### src/rtl/pipe_stage_reg_pkg.sv
// Shared pipeline stage constants: payload layouts,
// bubble patterns and skid buffer state encodings.
package pipe_stage_reg_pkg;

  localparam int unsigned PC_W   = 32;
  localparam int unsigned INSN_W = 32;
  localparam int unsigned ALU_W  = 32;
  localparam int unsigned WE_W   = 1;
  localparam int unsigned DST_W  = 5;
  localparam int unsigned MEM_W  = 32;

  localparam logic [31:0] NOP_INSN = 32'h0000_0013;

  // IF/ID: {insn, pc}
  localparam int unsigned IF_ID_PC_OFF   = 0;
  localparam int unsigned IF_ID_INSN_OFF = 32;
  localparam int unsigned IF_ID_W        = 64;

  // ID/EX: {dst, gpr_we_, insn, pc}
  localparam int unsigned ID_EX_PC_OFF   = 0;
  localparam int unsigned ID_EX_INSN_OFF = 32;
  localparam int unsigned ID_EX_WE_OFF   = 64;
  localparam int unsigned ID_EX_DST_OFF  = 65;
  localparam int unsigned ID_EX_W        = 70;

  // EX/MEM: {mem_data, dst, gpr_we_, alu_out, pc}
  localparam int unsigned EX_MEM_PC_OFF  = 0;
  localparam int unsigned EX_MEM_ALU_OFF = 32;
  localparam int unsigned EX_MEM_WE_OFF  = 64;
  localparam int unsigned EX_MEM_DST_OFF = 65;
  localparam int unsigned EX_MEM_MEM_OFF = 70;
  localparam int unsigned EX_MEM_W       = 102;

  // MEM/WB: {mem_data, dst, gpr_we_, alu_out}
  localparam int unsigned MEM_WB_ALU_OFF = 0;
  localparam int unsigned MEM_WB_WE_OFF  = 32;
  localparam int unsigned MEM_WB_DST_OFF = 33;
  localparam int unsigned MEM_WB_MEM_OFF = 38;
  localparam int unsigned MEM_WB_W       = 70;

  // Bubbles keep the active-low gpr_we_ high so they never write.
  localparam logic [IF_ID_W-1:0] IF_ID_BUBBLE =
    {NOP_INSN, 32'h0};
  localparam logic [ID_EX_W-1:0] ID_EX_BUBBLE =
    ID_EX_W'(1) << ID_EX_WE_OFF;
  localparam logic [EX_MEM_W-1:0] EX_MEM_BUBBLE =
    EX_MEM_W'(1) << EX_MEM_WE_OFF;
  localparam logic [MEM_WB_W-1:0] MEM_WB_BUBBLE =
    MEM_WB_W'(1) << MEM_WB_WE_OFF;

  // {skid_v, main_v}
  localparam logic [1:0] ST_EMPTY = 2'b00;
  localparam logic [1:0] ST_BUSY  = 2'b01;
  localparam logic [1:0] ST_FULL  = 2'b11;

endpackage

### src/rtl/pipe_stage_reg_cnt_sat.sv
// Saturating up-counter with enable, used for
// stall-cycle performance monitoring.
module pipe_stage_cnt_sat #(
  parameter int unsigned W = 16
) (
  input  logic         clk,
  input  logic         reset,
  input  logic         en_i,
  output logic [W-1:0] cnt_o
);

  logic [W-1:0] cnt_q, cnt_d;

  always_comb begin
    cnt_d = cnt_q;
    if (en_i && (cnt_q != '1)) cnt_d = cnt_q + W'(1);
  end

  always_ff @(posedge clk or negedge reset) begin
    if (!reset) cnt_q <= '0;
    else        cnt_q <= cnt_d;
  end

  assign cnt_o = cnt_q;

endmodule

### src/rtl/pipe_stage_reg.sv
// Generic valid/ready pipeline stage register with
// flush, optional skid entry and stall counter.
module pipe_stage_reg
  import pipe_stage_reg_pkg::*;
#(
  parameter int unsigned           PAYLOAD_W  = 128,
  parameter bit                    SKID       = 1'b1,
  parameter logic [PAYLOAD_W-1:0]  BUBBLE_VAL = '0,
  parameter int unsigned           CNT_W      = 16
) (
  input  logic                 clk,
  input  logic                 reset,
  input  logic                 in_valid,
  output logic                 in_ready,
  input  logic [PAYLOAD_W-1:0] in_data,
  output logic                 out_valid,
  input  logic                 out_ready,
  output logic [PAYLOAD_W-1:0] out_data,
  input  logic                 flush,
  output logic [CNT_W-1:0]     stall_cnt
);

  logic                 main_v_q, main_v_d;
  logic [PAYLOAD_W-1:0] main_q, main_d;
  logic                 accept, deliver;

  assign accept  = in_valid && in_ready;
  assign deliver = main_v_q && out_ready;

  if (SKID) begin : g_skid
    logic                 skid_v_q, skid_v_d;
    logic [PAYLOAD_W-1:0] skid_q, skid_d;

    assign in_ready = !skid_v_q;

    always_comb begin
      main_v_d = main_v_q;
      main_d   = main_q;
      skid_v_d = skid_v_q;
      skid_d   = skid_q;
      if (flush) begin
        main_v_d = 1'b0;
        main_d   = BUBBLE_VAL;
        skid_v_d = 1'b0;
        skid_d   = BUBBLE_VAL;
      end else begin
        case ({skid_v_q, main_v_q})
          ST_EMPTY: begin
            if (accept) begin
              main_v_d = 1'b1;
              main_d   = in_data;
            end
          end
          ST_BUSY: begin
            if (accept && deliver) begin
              main_d = in_data;
            end else if (accept) begin
              skid_v_d = 1'b1;
              skid_d   = in_data;
            end else if (deliver) begin
              main_v_d = 1'b0;
              main_d   = BUBBLE_VAL;
            end
          end
          ST_FULL: begin
            if (deliver) begin
              main_d   = skid_q;
              skid_v_d = 1'b0;
              skid_d   = BUBBLE_VAL;
            end
          end
          default: begin
            main_v_d = 1'b0;
            main_d   = BUBBLE_VAL;
            skid_v_d = 1'b0;
            skid_d   = BUBBLE_VAL;
          end
        endcase
      end
    end

    always_ff @(posedge clk or negedge reset) begin
      if (!reset) begin
        skid_v_q <= 1'b0;
        skid_q   <= BUBBLE_VAL;
      end else begin
        skid_v_q <= skid_v_d;
        skid_q   <= skid_d;
      end
    end
  end else begin : g_noskid
    assign in_ready = out_ready || !main_v_q;

    always_comb begin
      main_v_d = main_v_q;
      main_d   = main_q;
      if (flush) begin
        main_v_d = 1'b0;
        main_d   = BUBBLE_VAL;
      end else if (accept) begin
        main_v_d = 1'b1;
        main_d   = in_data;
      end else if (deliver) begin
        main_v_d = 1'b0;
        main_d   = BUBBLE_VAL;
      end
    end
  end

  always_ff @(posedge clk or negedge reset) begin
    if (!reset) begin
      main_v_q <= 1'b0;
      main_q   <= BUBBLE_VAL;
    end else begin
      main_v_q <= main_v_d;
      main_q   <= main_d;
    end
  end

  assign out_valid = main_v_q;
  assign out_data  = main_q;

  pipe_stage_cnt_sat #(
    .W (CNT_W)
  ) u_cnt (
    .clk   (clk),
    .reset (reset),
    .en_i  (main_v_q && !out_ready && !flush),
    .cnt_o (stall_cnt)
  );

endmodule

### config.mk
export PLATFORM = sky130hd
export DESIGN_NAME = pipe_stage_reg
export DESIGN_NICKNAME = d
export VERILOG_FILES = /design/src/rtl/pipe_stage_reg_pkg.sv /design/src/rtl/pipe_stage_reg_cnt_sat.sv /design/src/rtl/pipe_stage_reg.sv
export SDC_FILE = /design/constraint.sdc
export NUM_CORES = 1
export LEC_CHECK = 0
export ABC_AREA = 0
export BUFFER_PORTS_ARGS = -buffer_cell sky130_fd_sc_hd__clkbuf_2
export CAP_MARGIN = 20
export CORE_MARGIN = 2
export CORE_UTILIZATION = 50
export CTS_BUF_LIST = sky130_fd_sc_hd__clkbuf_8 sky130_fd_sc_hd__clkbuf_16
export CTS_CLUSTER_DIAMETER = 120
export DETAILED_ROUTE_END_ITERATION = 12
export GPL_TIMING_DRIVEN = 0
export HOLD_SLACK_MARGIN = 0.03
export PLACE_DENSITY = 0.74
export SLEW_MARGIN = 5
export SYNTH_ARGS = -nofsm -noshare
export SYNTH_HDL_FRONTEND = slang
export SYNTH_SLANG_ARGS = --single-unit
export TNS_END_PERCENT = 30
### constraint.sdc
create_clock -name clk -period 2.3 [get_ports clk]
set_input_delay 0.46 -clock clk [delete_from_list [all_inputs] [get_ports clk]]
set_output_delay 0.46 -clock clk [all_outputs]
set_load 0.02 [all_outputs]
# Yosys cells after proc, flatten, opt, wreduce, memory -nomap -nowiden
# Index checks and enable logic that the tools add are counted.
[totals]
reg_bits = 274
latchBits = 0
ram_bits = 0
mem_bits_ro = 0
inputBits = 133
out_inout_bits = 146
elab_cells = 51
memories = 0
[classes]
n_addsub = 1
multipliers = 0
div = 0
order_cmp = 0
n_eq_ne = 13
n_shift = 0
mux = 19
bitwise = 0
n_reduce_logical = 13
[ops]
columns = ["cell", "count"]
rows = [
  ["2-to-1 mux 128 bit", 8],
  ["one-hot mux 128 bit (3 select lines)", 2],
  ["inequality test 3 bit, second input constant", 6],
  ["adder 16 x 1 -> 16 bit, second input constant", 1],
  ["inequality test 16 bit, second input constant", 1],
  ["inequality test 4 bit, second input constant", 2],
  ["AND reduction 4 bit", 2],
  ["2-to-1 mux 1 bit", 7],
  ["logical AND 1 bit", 6],
  ["one-hot mux 1 bit (3 select lines)", 2],
  ["AND reduction 5 bit", 1],
  ["inequality test 2 bit, second input constant", 2],
  ["logical NOT 1 bit", 3],
  ["== test 2 x 1 -> 1 bit, second input constant", 1],
  ["== test 2 bit, second input constant", 1],
  ["logical NOT 2 bit", 1],
]

# Depth between registers and ports, before layout
# Gate-level depths: netlist of run 1.
[depth]
ltp_word = 6
depth_mapped = 6
mapped_depth_nobuf = 5

# Hierarchy
# A second synthesis of run 1 with hierarchy kept.
[hier_totals]
hier_cells = 830
hier_area_um2 = 11394.7
[modules_own_cells]
columns = ["module", "instances", "cells_per_inst", "area_each_um2", "seq_area_each_um2"]
rows = [
  ["pipe_stage_reg", 1, 758, 10535.1, 6456.2],
  ["pipe_stage_cnt_sat", 1, 72, 859.6, 400.4],
]

# Least setup slack after synthesis of run 1
# Ideal clock, no wire load.
[synth_path]
path_type = "reg2reg"
startpoint = "reg u_cnt.cnt_q[0] (netlist: u_cnt.cnt_o[0])"
endpoint = "reg u_cnt.cnt_q[7] (netlist: u_cnt.cnt_o[7])"
t_arrival_ns = 1.700
required_time_ns = 2.169
setup_slack_ns = 0.469
stages_incl_launch_ff = 6
n_path_buf = 0
synth_period_minus_slack_ns = 1.831
path_cell_list = "dfrtp_1 > ha_1 > nand3_1 > nor4b_2 > and4bb_2 > xor2_1"
[synth_between]
elab_chain_cells = 2
elab_cells_between_ends = 3
cone_classes = "add/sub: 1; eq/ne: 1; reduce/logical: 1"
[synth_rtl]
columns = ["item", "line_no", "rtl"]
rows = [
  ["start: declaration", "pipe_stage_reg_cnt_sat.sv:12", "logic [W-1:0] cnt_q, cnt_d;"],
  ["start signal: assignment", "pipe_stage_reg_cnt_sat.sv:21", "else cnt_q <= cnt_d;"],
  ["parallel branches: the longest is 2 deep, another holds adder 16 x 1 -> 16 bit", "n/a", ""],
]
# Several ways; the timed one is not identified.
# A chain may end at the register's enable or synchronous reset.

# Final worst setup path of run 1
[layout_path]
startpoint = "reg g_skid.skid_v_q"
endpoint = "reg main_q[39] (netlist: out_data[39])"
[layout_between]
elab_chain_cells = 6
elab_cells_between_ends = 14
cone_classes = "eq/ne: 6; mux: 3; reduce/logical: 5"
[layout_rtl]
columns = ["item", "line_no", "rtl"]
rows = [
  ["start: declaration", "pipe_stage_reg.sv:31", "logic skid_v_q, skid_v_d;"],
  ["start signal: assignment", "pipe_stage_reg.sv:87", "skid_v_q <= skid_v_d;"],
  ["logical NOT 1 bit", "pipe_stage_reg.sv:34", "assign in_ready = !skid_v_q;"],
  ["logical AND 1 bit", "pipe_stage_reg.sv:27", "assign accept = in_valid && in_ready;"],
  ["logical AND 1 bit", "pipe_stage_reg.sv:55", "if (accept && deliver) begin"],
  ["2-to-1 mux 128 bit", "pipe_stage_reg.sv:55", ""],
  ["one-hot mux 128 bit (3 select lines)", "pipe_stage_reg.sv:47", "case ({skid_v_q, main_v_q})"],
  ["2-to-1 mux 128 bit", "pipe_stage_reg.sv:41", "if (flush) begin"],
  ["end signal: assignment", "pipe_stage_reg.sv:116", "main_q <= main_d;"],
  ["end: declaration", "pipe_stage_reg.sv:24", "logic [PAYLOAD_W-1:0] main_q, main_d;"],
]
# Several ways; a longest one is shown, not always the timed one.

==> results.ini, run 1 <==
[detailed_routing]
vias=8906
viasPerCell=5.75
first_pass_iters=5
antenna_left=0
drc_errors=0
avgRoutedWirePerCell_um=18.8
drt_iter0_markers=496
routed_wl_mm=29.1

[finish]
register_area_um2=6860
drive_gt1_share_pct=30.0
final_area_um2=13700
fill_cells=1764
multi_input_area_um2=3660
syn2layout_area_growth_pct=25.3
nets=1383

[yosys]
synth_ff_type=dfrtp_1
syn_inst=939
syn_area_per_cell_um2=11.6
ys_seq_area_share_pct=62.9
synth_cell_type_count=36
ys_warn_count=0
syn_nets=1073
synth_edf_count=0
ys_ff_latch=274
async_reset_ff_share_pct=100
syn_area_um2=10900

[timing]
finalCritPeriodShare_pct=93.4
setup_slack_ns=0.153
worst_slew_pin_slew_ns=0.869
rsz0062_at_grt=yes
fmax_ghz=0.466
maxSlewHeadroom_pct=42.0
hold_viol_final=0
fin_hold_ws_ns=0.0768
setup_viol=0
min_period_ns=2.15
slew_viol_final=0
skew_ns=0.00559

[floorplan]
row_count=54
die_area_um2=23000
start_util_pct=50.4
die_w_um=152
boundaryPins=279
die_h_um=152
coreArea_um2=21600

[global_routing]
groute.usage.overall_pct=24.7
grt_pass1_wl_mm=45.7
overflow=0
antenna_found_initial=0
grt_pass1_vias=8614
grt_max_degree=110

[flow_run]
maxCapViolCount=0

[critical_path]
cp.required_ns=2.74
crit_arrival_ns=2.58
crit_fanout=10
cp-end-kind=register
ff2ff_path_depth=6
start_kind=register
r2r_slack_ns=0.15
path_class=reg2reg

[power]
leakagePower_nw=6.82
max-vdd-ir-drop_v=0.000574
power_density_nw_per_um2=855

[status]
outcome=completed

[clocking]
htree_levels=1
path_clk_slew_ns=0.06
tritoncts=built
cts_root_buf=clkbuf_16
cts_sinks=274
cts_setup_buffers=0
cts_max_path_buffers=3
clock_latency_ns=0.52
cts_buffers=28

[place]
dp_slack_ns=-0.165
place.gp.congestion=0.860
port_buffers=278
dp_hpwl_mm=20.0
place_area_um2=12700

[min_path]
hold_path.class=in2async

[cells in the final DEF, fill, tap and decap left out, drive strengths merged, types with 3 or more instances in the layout]
master  instances
clkinv          8
nor2            6
nor4            4
clkbuf        352
a22o          128
dfrtp         274
o21ai         128
inv             6
a22oi         128
xnor2           3
nand2         134
xor2           10
nor3            5
buf            49
nand3           4
a21oi           4
[per-layer routing]
| metal | GRT usage [%] | share of wire [%] | up-vias |
|---|---|---|---|
| li1 | - | - | 4111 |
| met1 | 35.1 | 43 | 4412 |
| met2 | 38.0 | 46 | 326 |
| met3 | 5.45 | 8.5 | 57 |
| met4 | 7.96 | 2.8 | 0 |
| met5 | 0 | 0 | - |
[sequential cells by signal, indices dropped and copies added, names as in the netlist]
register         cells
out_data           128
g_skid.skid_q      128
g_skid.skid_v_q      1
out_valid            1
u_cnt.cnt_o         16
[critical path, stage by stage (launching register included)]
cell and delay (ns):
dfrtp_1 0.46, or3_1 0.40, a21oi_1 0.22, buf_2 0.36, clkbuf_1 0.42, nand2_1 0.10, o21ai_0 0.09
[cells in the mapped netlist (all sizes together) (3+ instances only)]
cell    instances  area [um^2]
nor3            5         25.0
buf            47          229
nand3           4         20.0
xnor2           3         26.3
nand2         134          503
o21ai         128          641
a22o          128         1120
clkbuf         37          140
nor4            4         31.3
xor2           10         87.6
nor2            6         22.5
dfrtp         274         6860
a22oi         128          961
a21oi           4         20.0
inv             3         11.3
[metrics by stage]
stage,utilization (%),setup TNS (ns),total power [mW],std cells
after floorplan,-,0,6.39,939
after global placement,58.5,-1338.96,7.12,1497
after detailed placement,58.8,-16.89,7.17,1499
after CTS,63.2,0,11.8,1549
after global routing,63.2,-0.307,12.2,1549
final,63.2,0,11.7,1550
[final cells by class]
type	instances	area share, %
flip-flops and latches	274	50.2
multi-input cells	578	26.8
repair buffers	280	10.7
clock buffers	37	6.12
plain buffers	84	2.76
well taps	280	2.56
clock inverters	13	0.815
inverters	3	0.0824
diodes	1	0.0183
[worst paths after layout]
kind	from	endpoint
hold / removal	reset	out_data[55]$_DFFE_PN0P_
setup reg to reg	g_skid.skid_v_q$_DFFE_PN0P_	out_data[39]$_DFFE_PN0P_
max in group asynchronous	reset	g_skid.skid_q[103]$_DFFE_PN0P_
min in group clk	in_data[43]	g_skid.skid_q[43]$_DFFE_PN0P_
hold reg to reg	out_data[72]$_DFFE_PN0P_	out_data[72]$_DFFE_PN0P_
setup / recovery	g_skid.skid_v_q$_DFFE_PN0P_	out_data[39]$_DFFE_PN0P_
[logic make-up (layout without fill, tap and decap cells)]
| group | count (synthesis) | after routing | synth area share [%] |
|---|---|---|---|
| compound gates | 393 | 393 | 25.5 |
| flops | 274 | 274 | 62.9 |
| simple gates | 169 | 169 | 6.74 |
| buf+inv | 87 | 417 | 3.49 |
| xor+xnor | 13 | 13 | 1.04 |
| mux | 2 | 2 | 0.207 |
| fa+ha+maj | 1 | 1 | 0.115 |
| other cells | 0 | 1 | 0 |
[timing repair]
action / in CTS / in global routing
pin swaps: 0 / 0
hold buffers: 0 / 0
resized for setup: 1 / 10
setup endpoints to repair: 1 / 164
[power breakdown]
part	total, mW	leakage, nW	internal, mW	switching [mW]
clock	4.60	0.490	2.75	1.84
combinational	1.67	2.64	0.589	1.09
sequential	5.41	3.69	5.17	0.238
total	11.7	6.82	8.52	3.16
Power figures use the tool's default switching activity.
==> inputs of run 2 (changes only) <==
CORE_UTILIZATION = 57   (was 50)
PLACE_DENSITY = 0.83   (was 0.74)
SETUP_SLACK_MARGIN = 0.02   (was default)
clock period = 2.5 ns   (was 2.3 ns; I/O delays follow)
==> results.ini, run 2 (synthesis results as in run 1) <==
[timing]
min_period_ns=2.35  ; +0.208 ns
fmax_ghz=0.425  ; -8.8%
finalCritPeriodShare_pct=94.2  ; +0.84 points
hold_viol_final=0  ; unchanged
slew_viol_final=0  ; unchanged
worst_slew_pin_slew_ns=0.909  ; +0.0399 ns
maxSlewHeadroom_pct=39.4  ; -2.7 points
setup_slack_ns=0.145  ; -0.00764 ns
setup_viol=0  ; unchanged
fin_hold_ws_ns=0.203  ; +0.126 ns
tns_ns=0  ; unchanged
skew_ns=0.0100  ; +0.00441 ns
rsz0062_at_grt=no

[finish]
fill_cells=1313  ; -26%
num_antenna_cells=0  ; -1
syn2layout_area_growth_pct=25.1
final_area_um2=13600  ; -0.23%
layout_common_cells=278 x clkbuf_2, 274 x dfrtp_1, 134 x nand2_1
final_common_cell=clkbuf_2
drive_gt1_share_pct=29.6  ; -0.46 points
instances_no_fill=1506  ; -2.8%
nets=1384  ; +0.072%

[global_routing]
groute.usage.overall_pct=28.7  ; +4.0 points
grt_pass1_vias=8915  ; +3.5%
met3_usage_pct=6.46  ; +1.0 points
overflow=0  ; unchanged
grt_busiest_layer=met2
grt_pass1_wl_mm=46.4  ; +1.6%
grt_max_degree=114  ; +3.6%
antenna_found_initial=0  ; unchanged
grt_use_met1_pct=38.7  ; +3.6 points
gr-usage-met2_pct=47.2  ; +9.2 points

[min_path]
hold_path.class=in2reg
hold_end=g_skid.skid_q[120]$_DFFE_PN0P_
holdPathStages=2
hp-start=in_data[120]

[power]
swShare_pct=27.1  ; +0.053 points
intPower_mw=7.88  ; -7.5%
max-vdd-ir-drop_v=0.000609  ; +6.0%
power_density_nw_per_um2=793  ; -7.2%
clockPowerShare_pct=39.7  ; +0.4 points
leakagePower_nw=6.81  ; -0.13%
combPwrFrac_pct=14.3  ; about the same
seqPwrFrac_pct=46.1  ; -0.2 points
power_switching_mw=2.93  ; -7.3%

[critical_path]
cp.required_ns=2.94  ; +0.20 ns
start_kind=register
timing.rr.end=out_data[26]$_DFFE_PN0P_
cp-end-kind=register
path_class=reg2reg
r2r-start=g_skid.skid_v_q$_DFFE_PN0P_
r2r_slack_ns=0.15  ; about the same
ff2ff_path_depth=6  ; unchanged
crit_fanout=10  ; unchanged
crit_arrival_ns=2.79  ; +0.21 ns

[place]
place_area_um2=12600  ; -0.45%
dp_hpwl_mm=20.0  ; about the same
place.gp.congestion=0.848  ; -1.3%
dp_slack_ns=0.0379  ; +0.203 ns
port_buffers=278  ; unchanged
placed_cells=1453  ; -3.1%

[floorplan]
row_count=50  ; -7.4%
die_w_um=142  ; -6.2%
coreArea_um2=18700  ; -13%
start_util_pct=58.3  ; +7.9 points
die_area_um2=20200  ; -12%
boundaryPins=279  ; unchanged
die_h_um=142  ; -6.2%

[detailed_routing]
vias=9025  ; +1.3%
first_pass_iters=7  ; +2
antenna_left=0  ; unchanged
routed_wl_mm=29.3  ; +0.75%
drc_errors=0  ; unchanged
viasPerCell=5.99  ; +4.3%
drt_iter0_markers=580  ; +17%
avgRoutedWirePerCell_um=19.5  ; +3.7%

[clocking]
clock_latency_ns=0.53  ; about the same
cts_setup_buffers=0  ; unchanged
htree_levels=1  ; unchanged
cts_buffers=28  ; unchanged
cts_sinks=274  ; unchanged
tritoncts=built
cts_root_buf=clkbuf_16
path_clk_slew_ns=0.07  ; about the same
cts_max_path_buffers=3  ; unchanged

[flow_run]
maxCapViolCount=0  ; unchanged

[status]
outcome=completed

-- run 2: cell count changes in the layout (fill, tap and decap cells not counted) --
cell	previous run	this run
clkbuf_2	284	278
clkbuf_1	30	35
clkinv_2	8	5
clkinvlp_4	0	2
buf_1	5	6
clkbuf_8	9	10
diode_2	1	0
dlygate4sd3_1	0	1
inv_1	6	7
inv_6	0	1
-- run 2: area by class of cell --
| type | instances | area (um^2) | area share, % |
|---|---|---|---|
| Inverter | 3 | 11.3 | 0.0826 |
| Tap cell | 234 | 293 | 2.15 |
| Clock buffer | 38 | 850 | 6.23 |
| Buffer | 84 | 369 | 2.71 |
| Sequential cell | 274 | 6860 | 50.3 |
| Multi-Input combinational cell | 578 | 3660 | 26.9 |
| Timing Repair Buffer | 281 | 1470 | 10.7 |
| Clock inverter | 14 | 124 | 0.909 |
-- run 2: per-layer routing --
layer / wire length, um / up-vias
li1: - / 4118
met1: 12200 / 4487
met2: 14100 / 362
met3: 2290 / 58
met4: 757 / 0
met5: 0 / -
-- run 2: timing repair --
item,CTS,global route
endpoints found under the hold margin,51,0
endpoints found under the setup margin,0,1
resized for setup,0,1
hold buffers,1,0
-- run 2: worst max path at each step --
stage / startpoint / to / slack (ns) / depth (start not counted)
finish: g_skid.skid_v_q$_DFFE_PN0P_ / out_data[26]$_DFFE_PN0P_ / 0.15 / 6
global route: g_skid.skid_v_q$_DFFE_PN0P_ / out_data[72]$_DFFE_PN0P_ / 0.02 / 6
CTS: g_skid.skid_v_q$_DFFE_PN0P_ / out_data[26]$_DFFE_PN0P_ / 0.21 / 6
detailed placement: out_ready / out_data[38]$_DFFE_PN0P_ / 0.04 / 7
global placement: reset / g_skid.skid_q[103]$_DFFE_PN0P_ / -4.54 / 1
floorplan: u_cnt.cnt_o[0]$_DFFE_PN0P_ / u_cnt.cnt_o[7]$_DFFE_PN0P_ / 0.67 / 5
-- run 2: stage by stage --
step,total power [mW],util (%)
floorplan,5.88,-
global placement,6.53,67.3
detailed placement,6.59,67.6
CTS,10.9,72.9
global route,11.2,72.9
finish,10.8,72.9
-- run 2: worst max-delay path, stage by stage, from the launching register on --
cell,delay (ns)
dfrtp_1,0.48
inv_1,0.12
nor2_1,0.14
buf_1,0.70
clkbuf_1,0.45
a22oi_1,0.16
o21ai_0,0.21
-- run 2: power by group through the flow --
stage                     clock, mW  sequential, mW  combinational (mW)
after floorplan                   0            5.30               0.582
after detailed placement          0            5.05                1.54
final                          4.29            4.98                1.55
after global placement            0            5.04                1.49
after CTS                      4.34            4.98                1.55
after global routing           4.53            5.01                1.69
